--- src/rtl/serial_frame_rx.sv ---
// rtl/serial_frame_rx.sv - asynchronous serial frame receiver (start, 8 data, parity, stop)
//
// Purpose: deserializes one 11-bit serial frame from rx into a parallel byte and
//          reports the received parity bit plus parity and framing verdicts.
// Ports:
//   clk      in   single clock, rising edge
//   rst      in   synchronous active-high reset
//   rx       in   serial line, idle high, asynchronous to clk
//   data     out  [0:7] received byte, first wire bit in data[0]
//   par_bit  out  parity bit as received
//   par_err  out  parity mismatch against PAR_ODD
//   frm_err  out  stop bit sampled low
//   valid    out  one-cycle pulse when the outputs above are updated
//   busy     out  high whenever the FSM is not idle
module serial_frame_rx #(
  parameter int CLKS_PER_BIT = 4,
  parameter bit PAR_ODD      = 1'b0
) (
  input  logic       clk,
  input  logic       rst,
  input  logic       rx,
  output logic [0:7] data,
  output logic       par_bit,
  output logic       par_err,
  output logic       frm_err,
  output logic       valid,
  output logic       busy
);

  localparam int CW = (CLKS_PER_BIT > 2) ? $clog2(CLKS_PER_BIT) : 1;
  // First sample lands H cycles after the start edge; the counter counts down to 0.
  localparam logic [CW-1:0] HALF_LOAD = CW'(CLKS_PER_BIT / 2 - 1);
  localparam logic [CW-1:0] BIT_LOAD  = CW'(CLKS_PER_BIT - 1);

  typedef enum logic [2:0] {
    IDLE,
    START,
    DATA,
    PARITY,
    STOP
  } state_t;

  state_t          state;
  logic            rx_meta;
  logic            rx_s;
  logic            rx_d;
  logic [CW-1:0]   cnt;
  logic [2:0]      idx;
  logic [0:7]      data_sh;
  logic            par_sh;

  always_ff @(posedge clk) begin
    if (rst) begin
      rx_meta <= 1'b1;
      rx_s    <= 1'b1;
      rx_d    <= 1'b1;
      state   <= IDLE;
      cnt     <= '0;
      idx     <= '0;
      data_sh <= '0;
      par_sh  <= 1'b0;
      data    <= '0;
      par_bit <= 1'b0;
      par_err <= 1'b0;
      frm_err <= 1'b0;
      valid   <= 1'b0;
      busy    <= 1'b0;
    end else begin
      rx_meta <= rx;
      rx_s    <= rx_meta;
      rx_d    <= rx_s;
      valid   <= 1'b0;

      case (state)
        IDLE: begin
          // Falling edge only: a line stuck low never restarts reception.
          if (rx_d && !rx_s) begin
            state <= START;
            busy  <= 1'b1;
            cnt   <= HALF_LOAD;
          end
        end

        START: begin
          if (cnt == '0) begin
            if (rx_s) begin
              state <= IDLE;
              busy  <= 1'b0;
            end else begin
              state <= DATA;
              idx   <= '0;
              cnt   <= BIT_LOAD;
            end
          end else begin
            cnt <= cnt - 1'b1;
          end
        end

        DATA: begin
          if (cnt == '0) begin
            data_sh[idx] <= rx_s;
            cnt          <= BIT_LOAD;
            if (idx == 3'd7) begin
              state <= PARITY;
            end else begin
              idx <= idx + 1'b1;
            end
          end else begin
            cnt <= cnt - 1'b1;
          end
        end

        PARITY: begin
          if (cnt == '0) begin
            par_sh <= rx_s;
            cnt    <= BIT_LOAD;
            state  <= STOP;
          end else begin
            cnt <= cnt - 1'b1;
          end
        end

        STOP: begin
          if (cnt == '0) begin
            // Deliver even on a bad stop bit; frm_err qualifies the frame.
            state   <= IDLE;
            busy    <= 1'b0;
            data    <= data_sh;
            par_bit <= par_sh;
            par_err <= ((^data_sh) ^ par_sh) != PAR_ODD;
            frm_err <= ~rx_s;
            valid   <= 1'b1;
          end else begin
            cnt <= cnt - 1'b1;
          end
        end

        default: begin
          state <= IDLE;
          busy  <= 1'b0;
        end
      endcase
    end
  end

endmodule
--- config.mk ---
export PLATFORM = sky130hd
export DESIGN_NAME = serial_frame_rx
export DESIGN_NICKNAME = d
export VERILOG_FILES = /design/src/rtl/serial_frame_rx.sv
export SDC_FILE = /design/constraint.sdc
export NUM_CORES = 1
export LEC_CHECK = 0
export ABC_CLOCK_PERIOD_IN_PS = 3000
export BUFFER_PORTS_ARGS = -buffer_cell sky130_fd_sc_hd__buf_4
export CELL_PAD_IN_SITES_DETAIL_PLACEMENT = 1
export CELL_PAD_IN_SITES_GLOBAL_PLACEMENT = 2
export CORE_ASPECT_RATIO = 0.75
export CORE_MARGIN = 8
export CORE_UTILIZATION = 39
export CTS_CLUSTER_DIAMETER = 150
export CTS_CLUSTER_SIZE = 24
export DETAILED_ROUTE_END_ITERATION = 8
export PLACE_DENSITY = 0.92
export SYNTH_ARGS = -nofsm -noshare
export SYNTH_HDL_FRONTEND = slang
export SYNTH_SLANG_ARGS = --single-unit
export TNS_END_PERCENT = 20
--- constraint.sdc ---
create_clock -name clk -period 3 [get_ports clk]
set_input_delay 0.15 -clock clk [delete_from_list [all_inputs] [get_ports clk]]
set_output_delay 0.15 -clock clk [all_outputs]
set_load 0.005 [all_outputs]
-- Word level (Yosys, flattened, before mapping)
Cells that the tools add are included.
- register bits after elaboration: 33
- input bits: 3
- output and inout port bits: 13
- logic and storage cells: 84
- add/subtract/negate cells: 2
- magnitude comparators: 2
- eq/ne operators: 16
- mux-type cells: 28
- bitwise gates (word level): 5
- reductions and logical operators: 17
- operator list (operator ; count):
    $mux 3 ; 10
    $ne 2x2->1 const B ; 10
    $pmux 3 s5 ; 1
    $mux 2 ; 6
    $reduce_and 5->1 ; 2
    $bwmux 8 ; 1
    $pmux 2 s4 ; 1
    $reduce_xor 8->1 ; 1
    $eq 3x2->1 const B ; 2
    $eq 3x3->1 const B ; 2
    $mux 1 ; 6
    $pmux 3 s2 ; 1
    $reduce_and 2->1 ; 3
    $reduce_and 6->1 ; 1
    $ge 4x4->1 const B ; 1
    $lt 4x1->1 const B ; 1
    $not 3->4 ; 1
    $pmux 1 s4 ; 1
    $reduce_and 4->1 ; 1
    $reduce_bool 4->1 ; 1
    $reduce_or 2->1 ; 2
    $add 3x1->3 const B ; 1
    $demux 1 s3 ; 1
    $eq 3x1->1 const B ; 1
    9 further kinds ; 12

-- Logic depth before layout (Yosys ltp)
Gate-level depths: netlist of the first run.
- depth in word-level cells: 6
- mapped depth: 6
- mapped depth without buffers: 6

-- Least setup slack after synthesis of the first run
No wires, ideal clock.
- path type: reg-to-reg
- start: register idx[0]
- end: register idx[0]
- setup time: 0.067 ns
- arrival: 1.450 ns
- required time: 2.933 ns
- path slack: 1.483 ns
- stages on the path, launching flop included: 7
- path buffers: 0
- clock period less this slack: 1.517 ns
- path through: dfxtp_1 -> ha_1 -> ha_1 -> nor3b_2 -> o21ai_2 -> or3b_1 -> a21oi_2
- cells in the longest elaborated chain, start to end: 4
- elaborated cells on any way between the ends: 7
- classes of those cells: add/sub: 1; eq/ne: 2; mux: 3; reduce/logical: 1
- ends and longest elaborated chain (element ; line ; source):
    start: declaration ; 48 ; logic [2:0] idx;
    start signal: assignment ; 106 ; idx <= idx + 1'b1;
    $add 3x1->3 ; 106 ;
    $mux 3 ; 103 ; if (idx == 3'd7) begin
    $mux 3 ; 100 ; if (cnt == '0) begin
    $pmux 3 s2 ; 74 ; case (state)
Parallel ways exist; a longest one is shown, timed or not. The select of a mux whose other input is x is not followed.
A chain may end at the register's enable or synchronous reset.

-- Worst setup path after layout of the first run
- start: register cnt[0]
- end: register par_err
- cells in the longest elaborated chain, start to end: 2
- ends and longest elaborated chain (element ; line ; source):
    start: declaration ; 47 ; logic [CW-1:0] cnt;
    start signal: assignment ; 95 ; cnt <= cnt - 1'b1;
    start signal: assignment ; 109 ; cnt <= cnt - 1'b1;
    start signal: assignment ; 119 ; cnt <= cnt - 1'b1;
    $logic_not 2->1 ; 124 ; if (cnt == '0) begin
    $reduce_and 2->1 (no line) ; - ;
    end signal: assignment ; 64 ; par_err <= 1'b0;
    end signal: assignment ; 130 ; par_err <= ((^data_sh) ^ par_sh) != PAR_ODD;
    end: declaration ; 24 ; output logic par_err,
Every way passes these cells.

==> results of run 1 <==
-- cell families after synthesis --
kind of cell             after synthesis  share of synthesized area [%]
multiplexers                          10                          5.874
flip-flops                            33                          38.77
XOR/XNOR                               7                          4.405
adder cells (fa/ha/maj)                3                          2.203
buffers and inverters                 18                          5.726
AND/OR/NAND/NOR                       76                          29.08
AO/OA/AOI/OAI                         37                          13.95
-- placed cells by master (no fill, tap or decap), types with 3 or more instances in the layout --
master / n
xnor2_1: 4
clkbuf_8: 6
mux2i_1: 10
nor2_1: 16
nand4b_1: 3
buf_4: 15
inv_1: 3
nand2_1: 24
o21ai_0: 5
dfxtp_1: 33
a21oi_1: 17
ha_1: 3
or2_2: 3
-- registers in the layout (all words and copies together), names as in the netlist --
| signal | cells |
|---|---|
| state | 3 |
| par_err | 1 |
| rx_s | 1 |
| idx | 3 |
| frm_err | 1 |
| data_sh | 8 |
| rx_meta | 1 |
| data | 8 |
| rx_d | 1 |
| par_sh | 1 |
| busy | 1 |
| cnt | 2 |
| valid | 1 |
| par_bit | 1 |
-- worst max-delay path, cell delays in order (launching register included) --
cell       delay [ns]
dfxtp_1          0.32
inv_1            0.08
ha_1             0.49
nand4bb_1        0.56
nor2_1           0.34
nand2_1          0.08
o211ai_1         0.16
-- final timing paths --
check	slack, ns	start	to	cells past startpoint
min	0.06	rx	rx_meta$_SDFF_PP1_	2
min reg2reg	0.41	rx_meta$_SDFF_PP1_	rx_s$_SDFF_PP1_	1
max	0.89	cnt[0]$_SDFFE_PP0P_	par_err$_SDFFE_PP0P_	6
max reg2reg	0.89	cnt[0]$_SDFFE_PP0P_	par_err$_SDFFE_PP0P_	6
-- where the power goes --
group | switching (mW) | internal, mW | total, mW
logic | 0.206 | 0.192 | 0.398
clock network | 0.157 | 0.271 | 0.428
registers | 0.0924 | 0.476 | 0.568
-- layer usage --
metal	global-route usage, %	vias to the layer above	wire length, um
li1	-	665	-
met4	3.559	0	34
met1	15.68	635	1954
met3	3.597	5	113
met2	18.43	14	1747
met5	0	-	0
-- final cells by class --
cell class              instances  share of cell area (%)
multi-input cells             133                   49.28
flip-flops and latches         33                   34.42
repair buffers                 15                   5.867
clock buffers                   7                   4.498
well taps                      55                   3.585
clock inverters                 1                   1.565
inverters                       4                  0.7823
==> results.sh, run 1 <==
export IMPL_post_route_min_period_ns=2.109
export IMPL_post_synth_top_count_cell="dfxtp_1"
export IMPL_dp_worst_setup_slack_ns=0.8771
export IMPL_rsz0062_at_grt="false"
export IMPL_syn_area_sq_um=1704
export IMPL_crit_arrival_ns=2.31
export IMPL_cts_root_buf="clkbuf_8"
export IMPL_fin_tns_setup_ns=0
export IMPL_yosysWarnings=0
export IMPL_clock_sinks=33
export IMPL_ant_nets=0
export IMPL_place_inst=240
export IMPL_clk_pin_slew_ns=0.07
export IMPL_critical_path_max_fanout=16
export IMPL_track_usage_pct=11.98
export IMPL_initial_core_util_pct=41.27
export IMPL_setup_viol=0
export IMPL_drive_gt1_share_pct=21.24
export IMPL_post_cts_resized=0
export IMPL_start_kind="flop"
export IMPL_antenna_found_initial=0
export IMPL_total_power_mw=1.394
export IMPL_synth_seq_area_share_pct=38.77
export IMPL_synth_avg_cell_area_sq_um=9.262
export IMPL_first_pass_iters=4
export IMPL_p_leak_nw=0.7041
export IMPL_regArea_sq_um=660.6
export IMPL_clk_latency_ns=0.28
export IMPL_ioPinCount=16
export IMPL_n_antenna_cell=0
export IMPL_ir_drop_mv=0.3007
export IMPL_area_growth_pct=12.63
export IMPL_postCtsSetupBuffers=0
export IMPL_place_detailed_hpwl_um=2682
export IMPL_slew_violations=0
export IMPL_dr_first_iter_drc_count=57
export IMPL_syn_inst=184
export IMPL_finalCritPeriodShare_pct=70.31
export IMPL_cts_path_max_buffers=2
export IMPL_synth_ff_type="dfxtp_1"
export IMPL_fin_area_sq_um=1919
export IMPL_dieArea_sq_um=6763
export IMPL_synth_area_leader_cell="dfxtp_1"
export IMPL_grt_overflow=0
export IMPL_async_flop_share_pct=0
export IMPL_fin_util_pct=46.48
export IMPL_max_slew_margin_pct=48.22
export IMPL_worstHoldPathType="in -> reg"
export IMPL_maxCapViolCount=0
export IMPL_tightest_slew_ns=0.7756
export IMPL_fin_cells=248
export IMPL_synthTopCellsByCount="dfxtp_1, nand2_1, a21oi_1"
export IMPL_hold_buffers=0
export IMPL_avgViaCountPerCell=5.319
export IMPL_worst_slack_ns=0.8906
export IMPL_netlist_area_leader_share_pct=38.77
export IMPL_synth_edf_count=0
export IMPL_hold_viol=0
export IMPL_die_x_um=92.33
export IMPL_cts_tree="done"
export IMPL_coreArea_sq_um=4129
export IMPL_grt_pass1_wl_um=6492
export IMPL_ys_ff_latch=33
export IMPL_gp_congestion=0.7843
export IMPL_synth_distinct_cells=55
export IMPL_wire_per_inst_um=15.52
export IMPL_multi_input_area_sq_um=945.9
export IMPL_cts_buffers=5
export IMPL_vias=1319
export IMPL_whs_ns=0.05665
export IMPL_crit_type="reg -> reg"
export IMPL_drcViolationCount=0
export IMPL_placed_cell_area_sq_um=1803
export IMPL_clock_skew_final_ns=0.005981
export IMPL_fmax_ghz=0.4741
export IMPL_fillers=498
export IMPL_required_ns=3.20
export IMPL_io_buffer_count=15
export IMPL_endpoint_kind="flop"
export IMPL_rows=20
export IMPL_htreeDepth=2
export IMPL_grt_max_degree=34
export IMPL_fin_nets=198
export IMPL_grt_pass1_vias=1353
export IMPL_status="finished clean"
export IMPL_p_per_area_nw_per_um2=726.2
export IMPL_wirelength_um=3850
export IMPL_synth_nets=190
export IMPL_dieHeight_um=73.25
export IMPL_synth_area_top_cells="dfxtp_1, mux2i_1, nand2_1, a21oi_1, nor2_1"
No activity file was read; power rests on OpenSTA's default activity.
==> run 2, diff against run 1 <==
--- a/config.mk
+++ b/config.mk
@@ -5,17 +5,17 @@
 export SDC_FILE = /design/constraint.sdc
 export NUM_CORES = 1
 export LEC_CHECK = 0
-export ABC_CLOCK_PERIOD_IN_PS = 3000
+export ABC_CLOCK_PERIOD_IN_PS = 2100
 export BUFFER_PORTS_ARGS = -buffer_cell sky130_fd_sc_hd__buf_4
 export CELL_PAD_IN_SITES_DETAIL_PLACEMENT = 1
 export CELL_PAD_IN_SITES_GLOBAL_PLACEMENT = 2
 export CORE_ASPECT_RATIO = 0.75
 export CORE_MARGIN = 8
-export CORE_UTILIZATION = 39
+export CORE_UTILIZATION = 36
 export CTS_CLUSTER_DIAMETER = 150
 export CTS_CLUSTER_SIZE = 24
 export DETAILED_ROUTE_END_ITERATION = 8
-export PLACE_DENSITY = 0.92
+export PLACE_DENSITY = 0.86
 export SYNTH_ARGS = -nofsm -noshare
 export SYNTH_HDL_FRONTEND = slang
 export SYNTH_SLANG_ARGS = --single-unit
==> constraint.sdc (replaced) <==
create_clock -name clk -period 2.1 [get_ports clk]
set_input_delay 0.105 -clock clk [delete_from_list [all_inputs] [get_ports clk]]
set_output_delay 0.105 -clock clk [all_outputs]
set_load 0.005 [all_outputs]
==> results.sh, run 2 (synthesized netlist as in run 1, its figures left out) <==
export IMPL_status="finished clean"
export IMPL_drive_gt1_share_pct=23.23
export IMPL_hold_path_depth=2
export IMPL_wl_met2_um=1940
export IMPL_dieArea_sq_um=7214
export IMPL_min_from="rst"
export IMPL_start_kind="flop"
export IMPL_dr_first_iter_drc_count=97
export IMPL_cp_top_family="compound AO/OA/AOI/OAI gates"
export IMPL_crit_type="reg -> reg"
export IMPL_io_buffer_count=15
export IMPL_critPathBufInv=2
export IMPL_cp_slowest_cell="ha_1"
export IMPL_fin_cells=255
export IMPL_gp_congestion=0.7620
export IMPL_placed_cell_area_sq_um=1836
export IMPL_fin_nets=203
export IMPL_hold_viol=0
export IMPL_crit_path_max_incr_delay_ns=0.33
export IMPL_p_per_area_nw_per_um2=1050
export IMPL_finalCritPeriodShare_pct=89.67
export IMPL_place_inst=246
export IMPL_layout_commonest_cell="dfxtp_1"
export IMPL_cts_buffers=5
export IMPL_fillers=540
export IMPL_endpoint_kind="flop"
export IMPL_r2r_setup_slack_ns=0.22
export IMPL_fin_util_pct=43.49
export IMPL_n_antenna_cell=0
export IMPL_place_detailed_hpwl_um=2929
export IMPL_cp_cell_sequence="inv_1, ha_1, buf_4, nand2b_1, a31oi_1, o221a_1, a311oi_1"
export IMPL_area_growth_pct=15.35
export IMPL_rsz0062_at_grt="false"
export IMPL_first_pass_iters=4
export IMPL_crit_arrival_ns=2.06
export IMPL_ir_drop_mv=0.3987
export IMPL_clk_latency_ns=0.28
export IMPL_wire_per_inst_um=16.13
export IMPL_vias=1352
export IMPL_r2r_end="cnt[0]$_SDFFE_PP0P_"
export IMPL_track_usage_pct=12.72
export IMPL_cts_path_max_buffers=2
export IMPL_required_ns=2.27
export IMPL_max_slew_margin_pct=55.78
export IMPL_reg_top3="data x8, data_sh x8"
export IMPL_dr_wl_met3_um=127
export IMPL_final_cell_mix="dfxtp_1, nand2_1, buf_4"
export IMPL_ant_nets=0
export IMPL_clock_skew_final_ns=0.004451
export IMPL_cts_tree="done"
export IMPL_fmax_ghz=0.5310
export IMPL_clock_sinks=33
export IMPL_r2r_start="cnt[0]$_SDFFE_PP0P_"
export IMPL_antenna_found_initial=0
export IMPL_die_x_um=95.45
export IMPL_grt_pass1_vias=1418
export IMPL_worstHoldPathType="in -> reg"
export IMPL_tightest_slew_ns=0.6624
export IMPL_wirelength_um=4112
export IMPL_postCtsSetupBuffers=0
export IMPL_total_power_mw=2.064
export IMPL_clk_pin_slew_ns=0.07
export IMPL_min_to="frm_err$_SDFFE_PP0P_"
export IMPL_coreArea_sq_um=4519
export IMPL_grt_pass1_wl_um=6962
export IMPL_worst_r2r_path_depth=7
export IMPL_grt_overflow=0
export IMPL_initial_core_util_pct=37.71
export IMPL_rows=21
export IMPL_htreeDepth=2
export IMPL_grt_max_degree=34
export IMPL_slew_violations=0
export IMPL_drcViolationCount=0
export IMPL_top_layer="met4"
export IMPL_ioPinCount=16
export IMPL_post_route_min_period_ns=1.883
export IMPL_met1_length_um=1992
export IMPL_setup_viol=0
export IMPL_cts_root_buf="clkbuf_8"
export IMPL_maxCapViolCount=0
export IMPL_dieHeight_um=75.59
export IMPL_fin_area_sq_um=1966
export IMPL_fin_tns_setup_ns=0
export IMPL_critical_path_max_fanout=10
export IMPL_avgViaCountPerCell=5.302
export IMPL_p_leak_nw=0.7266
[run 2: cell types whose count changed in the layout (fill, tap and decap cells not counted)]
cell | before | now
clkbuf_1 | 1 | 0
dlygate4sd3_1 | 0 | 1
clkinvlp_4 | 0 | 1
buf_4 | 15 | 19
[run 2: cell type report]
class / instances / area [sq um] / area share (%)
multi-input combinational: 133 / 945.9 / 48.12
tap: 57 / 71.32 / 3.628
sequential: 33 / 660.6 / 33.61
inverter: 4 / 15.01 / 0.7638
clock inverter: 2 / 37.54 / 1.910
clock buffer: 6 / 82.58 / 4.201
timing repair buffer: 20 / 152.6 / 7.766
[run 2: worst register-to-register path, stage by stage, from the launching register on]
cell	delay, ns
dfxtp_1	0.31
inv_1	0.09
ha_1	0.33
buf_4	0.23
nand2b_1	0.14
a31oi_1	0.11
o221a_1	0.27
a311oi_1	0.29
[run 2: through the flow]
stage	hold slack (ns)	worst slack, ns
2_1_floorplan	0.2004	0.5830
3_3_place_gp	0.2908	0.3744
3_5_place_dp	0.2943	0.2553
4_1_cts	0.2015	0.2251
5_1_grt	0.2086	0.09620
6_report	0.2071	0.2169
[run 2: report_power, final]
group | internal (mW) | switching (mW) | total [mW]
combinational | 0.301 | 0.367 | 0.668
sequential | 0.679 | 0.0919 | 0.771
clock | 0.386 | 0.239 | 0.625
total | 1.37 | 0.698 | 2.06
[run 2: repair_timing]
action                                 4_1_cts  5_1_grt
endpoints found under the hold margin        1        0
resized for setup                            0        0
hold buffers                                 1        0
[run 2: worst max-delay path by stage]
| stage | to | from | depth (start not counted) | slack, ns |
|---|---|---|---|---|
| 2_1_floorplan | idx[0]$_SDFFE_PP0P_ | idx[0]$_SDFFE_PP0P_ | 6 | 0.58 |
| 3_3_place_gp | idx[0]$_SDFFE_PP0P_ | idx[0]$_SDFFE_PP0P_ | 6 | 0.37 |
| 3_5_place_dp | cnt[0]$_SDFFE_PP0P_ | cnt[0]$_SDFFE_PP0P_ | 7 | 0.26 |
| 4_1_cts | cnt[0]$_SDFFE_PP0P_ | cnt[0]$_SDFFE_PP0P_ | 7 | 0.23 |
| 5_1_grt | idx[0]$_SDFFE_PP0P_ | idx[0]$_SDFFE_PP0P_ | 6 | 0.1 |
| 6_report | cnt[0]$_SDFFE_PP0P_ | cnt[0]$_SDFFE_PP0P_ | 7 | 0.22 |
[run 2: routing by layer]
metal  track usage [%]  up-vias
li1                  -      672
met1             15.76      656
met2             20.63       17
met3             4.035        7
met4             4.075        0
met5                 0        -
==> run 3, diff against run 2 <==
--- a/config.mk
+++ b/config.mk
@@ -15,7 +15,8 @@
 export CTS_CLUSTER_DIAMETER = 150
 export CTS_CLUSTER_SIZE = 24
 export DETAILED_ROUTE_END_ITERATION = 8
-export PLACE_DENSITY = 0.86
+export MAX_ROUTING_LAYER = met4
+export PLACE_DENSITY = 0.75
 export SYNTH_ARGS = -nofsm -noshare
 export SYNTH_HDL_FRONTEND = slang
 export SYNTH_SLANG_ARGS = --single-unit
==> results.sh, run 3 (synthesized netlist as in run 1, its figures left out) <==
export IMPL_clk_latency_ns=0.28
export IMPL_regArea_sq_um=660.6
export IMPL_avgViaCountPerCell=5.177
export IMPL_clk_pin_slew_ns=0.07
export IMPL_fin_util_pct=42.50
export IMPL_grt_overflow=0
export IMPL_maxCapViolCount=0
export IMPL_cp_top_family="simple AND/OR/NAND/NOR gates"
export IMPL_slew_violations=0
export IMPL_wirelength_um=3893
export IMPL_clock_skew_final_ns=0.006372
export IMPL_htreeDepth=2
export IMPL_area_growth_pct=12.70
export IMPL_cp_cell_sequence="inv_1, ha_1, nor2b_1, o21ai_2, or3b_1, a21oi_2"
export IMPL_post_route_min_period_ns=1.924
export IMPL_ant_nets=0
export IMPL_die_x_um=95.45
export IMPL_layout_commonest_cell="dfxtp_1"
export IMPL_dieHeight_um=75.59
export IMPL_setup_viol=0
export IMPL_crit_type="reg -> reg"
export IMPL_dieArea_sq_um=7214
export IMPL_antenna_found_initial=0
export IMPL_whs_ns=0.2074
export IMPL_dr_first_iter_drc_count=75
export IMPL_clock_sinks=33
export IMPL_gp_congestion=0.7790
export IMPL_crit_arrival_ns=2.13
export IMPL_vias=1315
export IMPL_status="finished clean"
export IMPL_drive_gt1_share_pct=22.34
export IMPL_critPathBufInv=1
export IMPL_tightest_slew_ns=0.7738
export IMPL_fillers=539
export IMPL_place_detailed_hpwl_um=2829
export IMPL_dp_worst_setup_slack_ns=0.1985
export IMPL_io_buffer_count=15
export IMPL_multi_input_area_sq_um=945.9
export IMPL_start_kind="flop"
export IMPL_rows=21
export IMPL_coreArea_sq_um=4519
export IMPL_cts_path_max_buffers=2
export IMPL_crit_path_max_incr_delay_ns=0.52
export IMPL_ir_drop_mv=0.3386
export IMPL_worst_slack_ns=0.1763
export IMPL_hold_viol=0
export IMPL_grt_pass1_wl_um=6458
export IMPL_p_leak_nw=0.7086
export IMPL_fin_area_sq_um=1921
export IMPL_first_pass_iters=4
export IMPL_worstHoldPathType="in -> reg"
export IMPL_rsz0062_at_grt="false"
export IMPL_reg_top3="data x8, data_sh x8"
export IMPL_critical_path_max_fanout=16
export IMPL_grt_pass1_vias=1324
export IMPL_initial_core_util_pct=37.71
export IMPL_finalCritPeriodShare_pct=91.60
export IMPL_drcViolationCount=0
export IMPL_cts_root_buf="clkbuf_8"
export IMPL_n_antenna_cell=0
export IMPL_grt_max_degree=34
export IMPL_fmax_ghz=0.5198
export IMPL_cp_slowest_cell="ha_1"
export IMPL_track_usage_pct=11.69
export IMPL_required_ns=2.31
export IMPL_fin_tns_setup_ns=0
export IMPL_cts_tree="done"
export IMPL_placed_cell_area_sq_um=1828
export IMPL_max_slew_margin_pct=48.34
export IMPL_ioPinCount=16
export IMPL_p_per_area_nw_per_um2=966.1
export IMPL_endpoint_kind="flop"
export IMPL_postCtsSetupBuffers=0
export IMPL_cts_buffers=5
export IMPL_wire_per_inst_um=15.33
export IMPL_fin_nets=202
export IMPL_final_cell_mix="dfxtp_1, nand2_1, buf_4"
run 3: cell types whose count changed in the layout (fill, tap and decap cells not counted):
cell and delta:
buf_4 -1, clkinvlp_4 -1, bufinv_16 -1, clkbuf_8 -1
clkbuf_1 +1, clkinv_2 +2
run 3: what timing repair did:
item	in CTS	in global routing
hold buffers	1	0
gates resized for setup	0	0
endpoints found under the setup margin	0	0
hold endpoints to repair	1	0
run 3: worst paths after layout:
| check | start | end | slack, ns | cells past startpoint |
|---|---|---|---|---|
| worst max register to register | cnt[0]$_SDFFE_PP0P_ | idx[0]$_SDFFE_PP0P_ | 0.18 | 6 |
| worst max-delay path | cnt[0]$_SDFFE_PP0P_ | idx[0]$_SDFFE_PP0P_ | 0.18 | 6 |
| worst min register to register | rx_meta$_SDFF_PP1_ | rx_s$_SDFF_PP1_ | 0.42 | 1 |
| worst min-delay path | rst | frm_err$_SDFFE_PP0P_ | 0.21 | 2 |
run 3: layer usage:
metal	GRT usage, %	part of all wire (%)
met1	15.49	54
met2	17.04	43
met3	3.248	2.4
met4	3.226	0.44
met5	-	0
run 3: worst reg2reg max path, stage by stage, from the launching register on:
cell	delay [ns]
dfxtp_1	0.31
inv_1	0.07
ha_1	0.52
nor2b_1	0.32
o21ai_2	0.13
or3b_1	0.37
a21oi_2	0.13
run 3: layout make-up:
cell class / instances / area share (%)
Tap cell: 57 / 3.713
Inverter: 4 / 0.7818
Multi-Input combinational cell: 133 / 49.25
Clock inverter: 2 / 0.5212
Timing Repair Buffer: 19 / 7.557
Sequential cell: 33 / 34.40
Clock buffer: 6 / 3.779
run 3: where the power goes:
group / internal [mW] / switching [mW] / leakage [nW] / total [mW]
registers: 0.679 / 0.109 / 0.267 / 0.789
logic: 0.288 / 0.323 / 0.396 / 0.611
clock network: 0.230 / 0.226 / 0.0450 / 0.455
run 3: per-stage QoR:
stage | power, mW | instances
floorplan | 1.320 | 184
global placement | 1.385 | 245
detailed placement | 1.418 | 245
CTS | 1.887 | 254
global route | 1.980 | 254
finish | 1.855 | 254
